File: src/rtl/serial_shift_reg_if.sv
// Handshake/bus bundle for serial_shift_reg.
// master: the requester driving start/op/shamt/data_in.
// slave:  the shift register itself.
interface serial_shift_reg_if;
    logic        start;
    logic [2:0]  op;
    logic [4:0]  shamt;
    logic [31:0] data_in;
    logic [31:0] data_out;
    logic        busy;
    logic        done;

    modport master (
        output start, op, shamt, data_in,
        input  data_out, busy, done
    );

    modport slave (
        input  start, op, shamt, data_in,
        output data_out, busy, done
    );
endinterface

File: src/rtl/serial_shift_reg.sv
// serial_shift_reg: 32-bit multi-cycle shift unit, one bit position per cycle.
// Ops: 000 NOP, 001 LOAD, 010 SLL, 011 SRL, 100 SRA, 101 ROR, 110 ROL, 111 reserved.
// Configuration macro: SERIAL_SHIFT_ROTATE_EN enables ROR/ROL; when it is
// undefined, 101/110 complete as NOP and no rotate datapath exists.
module serial_shift_reg (
    input  logic               clk,
    input  logic               reset_n,
    serial_shift_reg_if.slave  bus
);

    localparam logic [2:0] OP_NOP  = 3'b000;
    localparam logic [2:0] OP_LOAD = 3'b001;
    localparam logic [2:0] OP_SLL  = 3'b010;
    localparam logic [2:0] OP_SRL  = 3'b011;
    localparam logic [2:0] OP_SRA  = 3'b100;
    localparam logic [2:0] OP_ROR  = 3'b101;
    localparam logic [2:0] OP_ROL  = 3'b110;

    typedef enum logic [1:0] {
        ST_IDLE  = 2'b00,
        ST_SHIFT = 2'b01,
        ST_DONE  = 2'b10
    } state_e;

    state_e      state_q, state_d;
    logic [31:0] data_q,  data_d;
    logic [4:0]  cnt_q,   cnt_d;
    logic [2:0]  op_q,    op_d;
    logic        busy_q,  busy_d;
    logic        done_q,  done_d;

    // Next-state, datapath and output decode.
    always_comb begin
        state_d = state_q;
        data_d  = data_q;
        cnt_d   = cnt_q;
        op_d    = op_q;

        case (state_q)
            ST_IDLE: begin
                if (bus.start) begin
                    case (bus.op)
                        OP_LOAD: begin
                            data_d  = bus.data_in;
                            state_d = ST_DONE;
                        end
                        OP_SLL, OP_SRL, OP_SRA
`ifdef SERIAL_SHIFT_ROTATE_EN
                        , OP_ROR, OP_ROL
`endif
                        : begin
                            op_d  = bus.op;
                            cnt_d = bus.shamt;
                            if (bus.shamt != 5'd0) begin
                                state_d = ST_SHIFT;
                            end else begin
                                state_d = ST_DONE;
                            end
                        end
                        default: begin
                            // NOP, reserved, and rotates when compiled out.
                            state_d = ST_DONE;
                        end
                    endcase
                end else begin
                    state_d = ST_IDLE;
                end
            end
            ST_SHIFT: begin
                case (op_q)
                    OP_SLL:  data_d = {data_q[30:0], 1'b0};
                    OP_SRL:  data_d = {1'b0, data_q[31:1]};
                    OP_SRA:  data_d = {data_q[31], data_q[31:1]};
`ifdef SERIAL_SHIFT_ROTATE_EN
                    OP_ROR:  data_d = {data_q[0], data_q[31:1]};
                    OP_ROL:  data_d = {data_q[30:0], data_q[31]};
`endif
                    default: data_d = data_q;
                endcase
                cnt_d = cnt_q - 5'd1;
                // cnt of 0 cannot occur here; treat it as last step defensively.
                if (cnt_q <= 5'd1) begin
                    state_d = ST_DONE;
                end else begin
                    state_d = ST_SHIFT;
                end
            end
            ST_DONE: begin
                state_d = ST_IDLE;
            end
            default: begin
                state_d = ST_IDLE;
            end
        endcase

        busy_d = (state_d == ST_SHIFT);
        done_d = (state_d == ST_DONE);
    end

    // State, data and flag registers with asynchronous clear.
    always_ff @(posedge clk or negedge reset_n) begin
        if (!reset_n) begin
            state_q <= ST_IDLE;
            data_q  <= 32'd0;
            cnt_q   <= 5'd0;
            op_q    <= OP_NOP;
            busy_q  <= 1'b0;
            done_q  <= 1'b0;
        end else begin
            state_q <= state_d;
            data_q  <= data_d;
            cnt_q   <= cnt_d;
            op_q    <= op_d;
            busy_q  <= busy_d;
            done_q  <= done_d;
        end
    end

    assign bus.data_out = data_q;
    assign bus.busy     = busy_q;
    assign bus.done     = done_q;

endmodule

File: src/flat_wrapper.sv
// flat-port wrapper written by rule: the top's interface ports become plain ports
module serial_shift_reg_flat 
  (clk, reset_n, bus_start, bus_op, bus_shamt, bus_data_in, bus_data_out, bus_busy, bus_done);
  serial_shift_reg_if bus_i ();
  input  logic clk;
  input  logic reset_n;
  input wire logic [$bits(bus_i.start)-1:0] bus_start;
  input wire logic [$bits(bus_i.op)-1:0] bus_op;
  input wire logic [$bits(bus_i.shamt)-1:0] bus_shamt;
  input wire logic [$bits(bus_i.data_in)-1:0] bus_data_in;
  output wire logic [$bits(bus_i.data_out)-1:0] bus_data_out;
  output wire logic [$bits(bus_i.busy)-1:0] bus_busy;
  output wire logic [$bits(bus_i.done)-1:0] bus_done;
  assign bus_i.start = bus_start;
  assign bus_i.op = bus_op;
  assign bus_i.shamt = bus_shamt;
  assign bus_i.data_in = bus_data_in;
  assign bus_data_out = bus_i.data_out;
  assign bus_busy = bus_i.busy;
  assign bus_done = bus_i.done;
  serial_shift_reg u_core (.clk(clk), .reset_n(reset_n), .bus(bus_i));
endmodule
File: config.mk
export PLATFORM = sky130hd
export DESIGN_NAME = serial_shift_reg_flat
export DESIGN_NICKNAME = d
export VERILOG_FILES = /design/src/rtl/serial_shift_reg_if.sv /design/src/rtl/serial_shift_reg.sv /design/src/flat_wrapper.sv
export SDC_FILE = /design/constraint.sdc
export NUM_CORES = 1
export LEC_CHECK = 0
export BUFFER_PORTS_ARGS = -buffer_cell sky130_fd_sc_hd__buf_2
export CAP_MARGIN = 20
export CORE_UTILIZATION = 40
export DETAILED_ROUTE_END_ITERATION = 12
export PLACE_DENSITY_LB_ADDON = 0.3
export REMOVE_ABC_BUFFERS = 1
export SLEW_MARGIN = 30
export SYNTH_ARGS = -nofsm -noshare
export SYNTH_HDL_FRONTEND = slang
export SYNTH_SLANG_ARGS = --single-unit
File: constraint.sdc
create_clock -name clk -period 2 [get_ports clk]
set_input_delay 0.1 -clock clk [delete_from_list [all_inputs] [get_ports clk]]
set_output_delay 0.1 -clock clk [all_outputs]
set_load 0.1 [all_outputs]
==> run_results.csv <==
group,metric,value,unit
drt,routed_via_density,6.14,
synthesis,yosys_warnings,0,
die,coreArea,7410,um2
worst_hold_path,hold_end,"u_core.op_q[1]",
finish,diodes,0,
synthesis,synth.top_cell.area_share,0.353,
sta,min_period,1.76,ns
synthesis,synthCells,297,
clock_tree,cts-resized-gates,0,
critical_path,critPathArrivalTime,1.96,ns
synthesis,avgSynthCellArea,10.5,um2
critical_path,start_kind,"flip-flop",
global_route,grt_pass1_wl,13600,um
drt,wl,8100,um
critical_path,timing.rr.start,"u_core.state_q[0]",
clock_tree,clock_sinks,44,
sta,max_freq,569,MHz
drt,wl_per_cell,17.6,um
clock_tree,cts-buffers-inserted,5,
finish,finish.utilization,0.485,
clock_tree,hold_buffers,1,
global_route,antenna_found_initial,0,
drt,drtIter0Drc,257,
global_route,grt_max_degree,45,
clock_tree,clock_latency,0.31,ns
synthesis,ys_async_sr_fraction,1.00,
critical_path,r2r-end,"u_core.bus.data_out[16]",
finish,layout.nets,406,
synthesis,yosysSeqAreaShare,0.353,
sta,fin_worst_skew,0.0129,ns
sta,tightest_slew,0.571,ns
critical_path,cp-end-kind,"flip-flop",
placed_design,place_ws,0.251,ns
synthesis,synth_edf_count,0,
global_route,grt_use_total,0.203,
die,ios,77,
clock_tree,clock_path_buffers,2,
sta,layout_setup_ws,0.243,ns
sta,slew_headroom,0.616,
placed_design,post-dp-hpwl,5310,um
sta,period_share,0.878,
sta,finalHoldViolCount,0,
synthesis,synthTopCellsByArea,"dfrtp_1, o221a_2, a32oi_1",
finish,drive_above_1_share,0.442,
synthesis,yosys.cell_types.count,46,
synthesis,synth-seq-cells,44,
placed_design,numPortBuffers,76,
drt,drt_first_pass_iters,4,
finish,final_common_cell,"buf_2",
die,rows,31,
synthesis,ys.flop_type,"dfrtp_1",
clock_tree,cts_tree,"yes",
die,initial_core_util,0.421,
outcome,status,"complete, no violations",
sta,setup_viol,0,
placed_design,gp_congestion,0.802,
critical_path,rrSetupSlack,0.24,ns
die,dieArea,8160,um2
worst_hold_path,hold_path_depth,2,
sta,slew_violations,0,
clock_tree,post_cts_buffers,0,
finish,synthToLayoutAreaGrowth,15.2,%
worst_hold_path,hold_path_startpoint,"bus_op[2]",
die,die_w,90.3,um
sta,rsz0062_at_grt,"false",
critical_path,worst-setup-path-type,"flip-flop to flip-flop",
global_route,grt_pass1_vias,2685,
clock_tree,clkTransAtPathRegs,0.09,ns
clock_tree,root_buffer,"clkbuf_8",
drt,drc,0,
die,fp.dieH,90.3,um
global_route,gr-total-overflow,0,
clock_tree,h-tree-depth,2,
synthesis,synth_area_leader_cell,"dfrtp_1",
drt,routed-via-count,2829,
job,max-cap-violations,0,
critical_path,rr_worst_depth,4,
critical_path,worst-path-max-fanout,30,
critical_path,required,2.20,ns
synthesis,synth_area,3120,um2
finish,fillerInstances,715,
worst_hold_path,hold_class,"input pin to flip-flop",
finish,final_cell_mix,"buf_2, dfrtp_1, a21oi_1",
drt,detail-route-antenna-nets,0,
-- synthesized netlist by cell type (all sizes together), types with 2 or more instances --
| master | number |
|---|---|
| dfrtp | 44 |
| a21oi | 38 |
| o211ai | 32 |
| a32oi | 30 |
| o221a | 30 |
| buf | 21 |
| nor2b | 21 |
| and2b | 12 |
| clkbuf | 10 |
| nand2 | 8 |
| o21ai | 8 |
| inv | 6 |
| nor2 | 5 |
| nand2b | 3 |
| nand3 | 3 |
| nor3b | 3 |
| a31oi | 2 |
| ha | 2 |
| mux2 | 2 |
| nand3b | 2 |
| o21a | 2 |
| o221ai | 2 |
| or4 | 2 |
-- worst max-delay path: stages, from the launching register on --
cell      delay, ns
dfrtp_1        0.54
nor2b_2        0.30
o21a_4         0.44
o211ai_1       0.20
o221a_2        0.17
-- worst max path at each step --
stage                      startpoint                 endpoint  cells after the start
floorplan              u_core.op_q[1]  u_core.bus.data_out[20]                      4
global placement    u_core.state_q[0]  u_core.bus.data_out[14]                      4
detailed placement  u_core.state_q[0]  u_core.bus.data_out[16]                      4
CTS                 u_core.state_q[0]  u_core.bus.data_out[16]                      4
global route        u_core.state_q[0]  u_core.bus.data_out[16]                      4
finish              u_core.state_q[0]  u_core.bus.data_out[16]                      4
-- metrics by stage --
step           cell area [um2]  hold slack [ns]  std cells  setup TNS [ns]
5_1_grt                   3590           0.0587        461               0
2_1_floorplan             2850           -0.196        266          -28.49
3_5_place_dp              3460            0.100        452               0
4_1_cts                   3590           0.0444        461               0
6_report                  3590           0.0535        461               0
3_3_place_gp              3460            0.100        452               0
-- final cells by class --
class,instances,area [um2],share of cell area
multi-input combinational,216,1730,0.481
sequential,44,1100,0.306
timing repair buffer,88,498,0.139
tap,99,124,0.0345
clock buffer,6,82.6,0.0230
clock inverter,2,38.8,0.0108
inverter,6,22.5,0.00627
-- state kept, by name, indices dropped and copies added, names as in the netlist --
name / count
u_core.cnt_q: 5
u_core.bus.data_out: 32
u_core.bus.busy: 1
u_core.bus.done: 1
u_core.op_q: 3
u_core.state_q: 2
-- metal layers --
metal | vias up | share of wire | track usage
met3 | 16 | 0.055 | 0.0328
met1 | 1379 | 0.44 | 0.281
met4 | 0 | 0.018 | 0.0645
met2 | 111 | 0.48 | 0.324
met5 | - | 0 | 0
li1 | 1323 | - | -
-- kinds of logic (layout without fill, tap and decap cells) --
| logic type | after synthesis | after routing | synth area share |
|---|---|---|---|
| xor gates and xnor gates | 1 | 1 | 0.00281 |
| DFF | 44 | 44 | 0.353 |
| muxes | 2 | 2 | 0.00722 |
| adders and majority gates | 2 | 2 | 0.00802 |
| and+or+nand+nor | 64 | 64 | 0.146 |
| AOI/OAI and AO/OA | 147 | 147 | 0.389 |
| buffers and inverters | 37 | 102 | 0.0942 |
Power is not shown: default switching activity piles up to over one toggle a cycle in this logic, so the estimate is an artifact.
